$ cat src/rtl/instr_cache_refill_ctrl.sv
// Instruction-cache refill controller: fetches a missing line beat by beat,
// installs its tag, and walks every set on a flush request.
module instr_cache_refill_ctrl #(
    parameter int unsigned PADDR_WIDTH = 32,
    parameter int unsigned DATA_WIDTH  = 32,
    parameter int unsigned LINE_WORDS  = 8,
    parameter int unsigned NUM_SETS    = 64
) (
    input  logic                          i_clk,
    input  logic                          i_rst,
    input  logic                          i_lookup_valid,
    input  logic [PADDR_WIDTH-1:0]        i_lookup_paddr,
    input  logic                          i_hit,
    input  logic                          i_flush,
    output logic                          o_stall,
    output logic                          o_mem_req_valid,
    input  logic                          i_mem_req_ready,
    output logic [PADDR_WIDTH-1:0]        o_mem_req_addr,
    input  logic                          i_mem_resp_valid,
    input  logic [DATA_WIDTH-1:0]         i_mem_resp_data,
    output logic                          o_fill_we,
    output logic [$clog2(LINE_WORDS)-1:0] o_fill_idx,
    output logic [DATA_WIDTH-1:0]         o_fill_data,
    output logic                          o_tag_we,
    output logic [PADDR_WIDTH-1:0]        o_tag_paddr,
    output logic                          o_inv_we,
    output logic [$clog2(NUM_SETS)-1:0]   o_inv_idx,
    output logic                          o_refill_done
);

    localparam int unsigned OFFSET_BITS = $clog2(LINE_WORDS * DATA_WIDTH / 8);
    localparam int unsigned IDX_W       = $clog2(LINE_WORDS);
    localparam int unsigned SET_W       = $clog2(NUM_SETS);
    localparam logic [PADDR_WIDTH-1:0] ALIGN_MASK = {PADDR_WIDTH{1'b1}} << OFFSET_BITS;

    typedef enum logic [2:0] {StIdle, StReq, StFill, StTag, StFlush} state_t;

    state_t                  r_state;
    logic [IDX_W-1:0]        r_beat_cnt;
    logic [SET_W-1:0]        r_inv_cnt;
    logic                    r_flush_pend;
    logic [PADDR_WIDTH-1:0]  r_addr;

    logic w_miss;
    logic w_last_beat;
    logic w_last_inv;

    assign w_miss      = i_lookup_valid & ~i_hit;
    assign w_last_beat = (r_beat_cnt == IDX_W'(LINE_WORDS - 1));
    assign w_last_inv  = (r_inv_cnt == SET_W'(NUM_SETS - 1));

    always_ff @(posedge i_clk or posedge i_rst) begin
        if (i_rst) begin
            r_state      <= StIdle;
            r_beat_cnt   <= '0;
            r_inv_cnt    <= '0;
            r_flush_pend <= 1'b0;
            r_addr       <= '0;
        end else begin
            case (r_state)
                StIdle: begin
                    if (i_flush) begin
                        r_state      <= StFlush;
                        r_flush_pend <= 1'b0;
                    end else if (w_miss) begin
                        r_state <= StReq;
                        r_addr  <= i_lookup_paddr & ALIGN_MASK;
                    end
                end
                StReq: begin
                    if (i_flush) r_flush_pend <= 1'b1;
                    if (i_mem_req_ready) begin
                        r_state    <= StFill;
                        r_beat_cnt <= '0;
                    end
                end
                StFill: begin
                    if (i_flush) r_flush_pend <= 1'b1;
                    if (i_mem_resp_valid) begin
                        // Power-of-two line length: the increment wraps to 0 on the last beat.
                        r_beat_cnt <= r_beat_cnt + 1'b1;
                        if (w_last_beat) r_state <= StTag;
                    end
                end
                StTag: begin
                    if (r_flush_pend || i_flush) begin
                        r_state      <= StFlush;
                        r_flush_pend <= 1'b0;
                    end else begin
                        r_state <= StIdle;
                    end
                end
                StFlush: begin
                    if (w_last_inv) begin
                        r_state   <= StIdle;
                        r_inv_cnt <= '0;
                    end else begin
                        r_inv_cnt <= r_inv_cnt + 1'b1;
                    end
                end
                default: r_state <= StIdle;
            endcase
        end
    end

    // Outputs decode the registered state; fill strobes pass the beat through in-cycle.
    always_comb begin
        o_stall         = 1'b1;
        o_mem_req_valid = 1'b0;
        o_mem_req_addr  = '0;
        o_fill_we       = 1'b0;
        o_fill_idx      = '0;
        o_fill_data     = '0;
        o_tag_we        = 1'b0;
        o_tag_paddr     = '0;
        o_inv_we        = 1'b0;
        o_inv_idx       = '0;
        o_refill_done   = 1'b0;
        case (r_state)
            StIdle: o_stall = w_miss;
            StReq: begin
                o_mem_req_valid = 1'b1;
                o_mem_req_addr  = r_addr;
            end
            StFill: begin
                if (i_mem_resp_valid) begin
                    o_fill_we   = 1'b1;
                    o_fill_idx  = r_beat_cnt;
                    o_fill_data = i_mem_resp_data;
                end
            end
            StTag: begin
                o_tag_we      = 1'b1;
                o_tag_paddr   = r_addr;
                o_refill_done = 1'b1;
            end
            StFlush: begin
                o_inv_we  = 1'b1;
                o_inv_idx = r_inv_cnt;
            end
            default: o_stall = 1'b1;
        endcase
    end

endmodule

$ cat config.mk
export PLATFORM = sky130hd
export DESIGN_NAME = instr_cache_refill_ctrl
export DESIGN_NICKNAME = d
export VERILOG_FILES = /design/src/rtl/instr_cache_refill_ctrl.sv
export SDC_FILE = /design/constraint.sdc
export NUM_CORES = 1
export LEC_CHECK = 0
export BUFFER_PORTS_ARGS = -buffer_cell sky130_fd_sc_hd__buf_4
export CORE_MARGIN = 8
export CORE_UTILIZATION = 37
export CTS_CLUSTER_DIAMETER = 100
export CTS_CLUSTER_SIZE = 24
export DETAILED_ROUTE_END_ITERATION = 12
export GPL_TIMING_DRIVEN = 0
export PLACE_DENSITY = 0.84
export SLEW_MARGIN = 20
export SYNTH_ARGS = -nofsm -noshare
export SYNTH_HDL_FRONTEND = slang
export SYNTH_SLANG_ARGS = --single-unit
export TNS_END_PERCENT = 100
$ cat constraint.sdc
create_clock -name i_clk -period 2 [get_ports i_clk]
set_input_delay 0.4 -clock i_clk [delete_from_list [all_inputs] [get_ports i_clk]]
set_output_delay 0.4 -clock i_clk [all_outputs]
set_load 0.05 [all_outputs]
# After elaboration in Yosys (flattened, before gate mapping)
# Cells that the tools add are included.
# word_totals
reg_bits	40
wordCells	62
out_inout_bits	111
in_bits	71
# classes
bitwise_logic	3
addsub	2
n_mux	29
n_reduce_logical	9
eq_ne	14
# ops
cell	count
$mux W32	4
$mux W3	11
$pmux W3 S5	1
$mux W6	2
$ne A2 B2 Y1 const B	6
$mux W1	9
$add A6 B1 Y6 const B	1
$eq A3 B2 Y1 const B	2
$eq A3 B3 Y1 const B	2
$eq A6 B6 Y1 const B	1
$pmux W3 S2	1
$reduce_and A3 Y1	2
$reduce_and A5 Y1	1
$reduce_and A4 Y1	1
$add A3 B1 Y3 const B	1
$eq A3 B1 Y1 const B	1
$logic_not A3 Y1	1
$ne A3 B3 Y1 const B	1
$pmux W1 S3	1
$reduce_bool A3 Y1	1
$ne A2 B1 Y1 const B	1
$not A1 Y1	2
$reduce_bool A2 Y1	1
$reduce_or A2 Y1	1
other kinds (2)	2

# Longest topological paths before layout
# depth
ltp_word	5
ltp_mapped	7
ltp_nobuf	4

# Worst setup path after synthesis
# No wires, ideal clock.
# synth_timing
path_type	reg2out
start	reg r_state[2]
end	out o_fill_data[24]
arrival_time_ps	2051
path_stages_with_launch	5
setup_slack_ps	-451
path_buffers	2
required_ps	1600
cell_sequence	dfrtp_1 -> buf_2 -> nor4bb_1 -> clkbuf_1 -> and2_1
# synth_between
elab_chain_len	2
# synth_lines
item	line_no	text
start, declared	38	state_t r_state;
start signal, assigned	54	r_state <= StIdle;
start signal, assigned	63	r_state <= StFlush;
start signal, assigned	66	r_state <= StReq;
$eq A3 B2 Y1	119	case (r_state)
$mux W32	119	
end, declared	23	output logic [DATA_WIDTH-1:0] o_fill_data,
# No other way between the ends.

# Final worst setup path
# layout_timing
start	reg r_state[2]
end	out o_fill_data[25]
# The elaborated chain is that of the path after synthesis.

==> flow_metrics.py <==
metrics = {
    "run_status": {
        "status": "complete, but fails checks",
        "violations": "setup timing",
    },
    "synthesis": {
        "synthArstFlopShare_pct": 100,
        "syn_inst": 244,
        "yosysSeqAreaShare_pct": 39.7,
        "avgSynthCellArea_sq_um": 10.3,
        "synth_warnings": 0,
        "synth-edff-count": 0,
        "synth_top_area_cell": "dfrtp_1",
        "synthTopCellsByArea": "dfrtp_1 40%, and2_1 24%, mux2_4 12%, mux2_2 3.6%, buf_4 3.3%",
        "syn_area_sq_um": 2520,
        "yosys_register_bits": 40,
        "synth_top_area_share_pct": 39.7,
        "yosys_most_used_dff": "dfrtp_1",
        "post_synth_num_cell_types": 36,
    },
    "sta": {
        "final.min_clock_period_ns": 2.13,
        "drv_slew": 0,
        "hold_viol_final": 0,
        "fin_ws_ns": -0.126,
        "finalCritPeriodShare_pct": 106,
        "final.setup.tns_ns": -5.40,
        "finClkSkew_ns": 0.00853,
        "clock.fmax_mhz": 470,
        "grt_setup_unrepaired": "yes",
        "report.final.setup_viol": 83,
    },
    "route": {
        "drt-total-wl_um": 10500,
        "drt_first_pass_iters": 4,
        "num_vias": 2581,
        "viasPerCell": 4.82,
        "drt_iter0_drc": 31,
        "antenna_left": 0,
        "wl_per_cell_um": 19.7,
        "drcViolationCount": 0,
    },
    "cells_and_area": {
        "nets": 529,
        "antenna_cells": 0,
        "final_cell_mix": "95 x buf_4, 88 x buf_8, 83 x and2_4",
        "synthToLayoutAreaGrowth_pct": 118,
        "drive_above_1_share_pct": 79.4,
        "design_area_sq_um": 5490,
        "final_common_cell": "buf_4",
    },
    "floorplan": {
        "die_area_sq_um": 9720,
        "die_h_um": 98.6,
        "pin_count": 182,
        "initial_utilization_pct": 37.8,
        "core_sq_um": 6680,
        "rows": 30,
        "die_w_um": 98.6,
    },
    "setup_path": {
        "path_delay_family": "buffers and inverters",
        "cpPeakStageDelay_ns": 0.39,
        "cp-start-kind": "register",
        "crit_type": "reg2out",
        "cp.arrival_ns": 1.73,
        "critPathBufInv": 4,
        "worstPathCellList": "buf_6 -> nor4bb_4 -> buf_6 -> clkbuf_8 -> and2_4 -> buf_8",
        "critPathRequiredTime_ns": 1.60,
        "cp_max_fo": 7,
        "crit_path_end_kind": "primary output",
        "cp_common_cell": "buf_6",
        "worst_path_max_delay_cell": "dfrtp_1",
    },
    "placed_design": {
        "io_buffers": 166,
        "routabilityCongestion": 0.753,
        "place_area_sq_um": 4010,
        "hpwl_um": 6400,
    },
    "clock_tree": {
        "cts-root-buf": "clkbuf_8",
        "cts.sinks": 40,
        "cts_buffer_depth": 2,
        "cts_tree": "yes",
        "cts-buffers-inserted": 5,
        "cts_max_level": 2,
        "cts.clk_slew.worst_paths_ns": 0.08,
        "ctsHoldBuffers": 0,
        "clock_latency_ns": 0.29,
    },
    "pwr": {
        "max-vdd-ir-drop_uv": 558,
        "p_leak_nw": 2.76,
        "p_total_mw": 5.89,
        "p_per_area_nw_per_um2": 1070,
    },
    "global_route": {
        "grt_pass1_vias": 2866,
        "grt_use_total_pct": 19.8,
        "grt_start_max_net_pins": 22,
        "gr-total-overflow": 0,
        "grt_pass1_wl_um": 15400,
        "antenna_found_initial": 0,
    },
    "job": {
        "drv_cap": 0,
    },
    "hold_path": {
        "min_path_type": "in2async",
    },
}
-- logic make-up (layout without fill, tap and decap cells) --
family / Yosys count / after routing / share of synthesized area (%)
AO/OA/AOI/OAI: 16 / 16 / 4.41
flip-flops: 40 / 40 / 39.7
AND/OR/NAND/NOR: 125 / 125 / 30.2
buffers and inverters: 29 / 232 / 7.93
other: 1 / 10 / 0.149
multiplexers: 28 / 28 / 15.5
XOR/XNOR: 2 / 2 / 0.694
adder cells (fa/ha/maj): 3 / 3 / 1.49
-- cells in the mapped netlist (2+ instances only) --
library cell  instances
a21oi_1               3
a22o_1                2
and2_1               95
buf_12                2
buf_2                 2
buf_4                11
buf_6                 2
clkbuf_1             10
dfrtp_1              40
ha_1                  3
inv_1                 2
mux2_2                8
mux2_4               20
nand2_1               9
nand2b_1              3
nand3_1               3
nor2_1                4
nor3b_1               2
o21ai_0               3
o41ai_1               2
or3_1                 2
xnor2_1               2
-- registers in the layout, indices dropped and copies added (netlist names) --
signal and cells:
r_flush_pend 1, r_beat_cnt 3, r_state 3, r_addr 27, r_inv_cnt 6
-- area by class of cell --
| class | count | area [sq um] |
|---|---|---|
| timing repair buffer | 197 | 2340 |
| multi-input combinational | 184 | 1620 |
| fill | 363 | 1190 |
| sequential | 40 | 1000 |
| buffer | 25 | 290 |
| tap | 80 | 100 |
| clock buffer | 7 | 96.3 |
| clock inverter | 1 | 30.0 |
| inverter | 2 | 10.0 |
-- report_power, final --
part           internal (mW)  switching [mW]
clock network          0.440           0.281
logic                   1.86            1.76
registers               1.19           0.364
-- timing repair --
item / CTS / global route
setup endpoints to repair: 100 / 118
gates cloned: 5 / 4
setup buffers: 15 / 7
resized for setup: 225 / 92
pin swaps: 45 / 5
-- worst paths after layout --
path / startpoint / end / slack (ns) / cells after the start
setup / recovery: r_state[2] / o_fill_data[25] / -0.13 / 6
hold / removal: i_rst / r_addr[24] / 0.12 / 2
setup reg to reg: r_state[0] / r_addr[6] / -0.01 / 5
hold reg to reg: r_inv_cnt[4] / r_inv_cnt[4] / 0.50 / 1
max in group asynchronous: i_rst / r_addr[8] / 1.43 / 3
min in group i_clk: i_lookup_paddr[21] / r_addr[21] / 0.33 / 2
-- layer usage --
layer | routed length [um] | GRT usage [%] | vias up
li1 | - | - | 1206
met4 | 256 | 6.14 | 0
met2 | 5880 | 37.5 | 124
met5 | 0 | 0 | -
met1 | 3460 | 19.1 | 1234
met3 | 952 | 7.75 | 17
-- metrics by stage --
| step | instances | hold WS (ns) | setup slack, ns | util [%] |
|---|---|---|---|---|
| after CTS | 526 | 0.134 | -0.114 | 75.5 |
| after floorplan | 253 | 0.466 | -0.00257 | - |
| final | 536 | 0.118 | -0.126 | 82.2 |
| after detailed placement | 500 | 0.452 | -0.548 | 60.1 |
| after global routing | 536 | 0.144 | -0.206 | 82.2 |
| after global placement | 499 | 0.484 | -0.477 | 59.6 |
(Power assumes the default switching activity.)
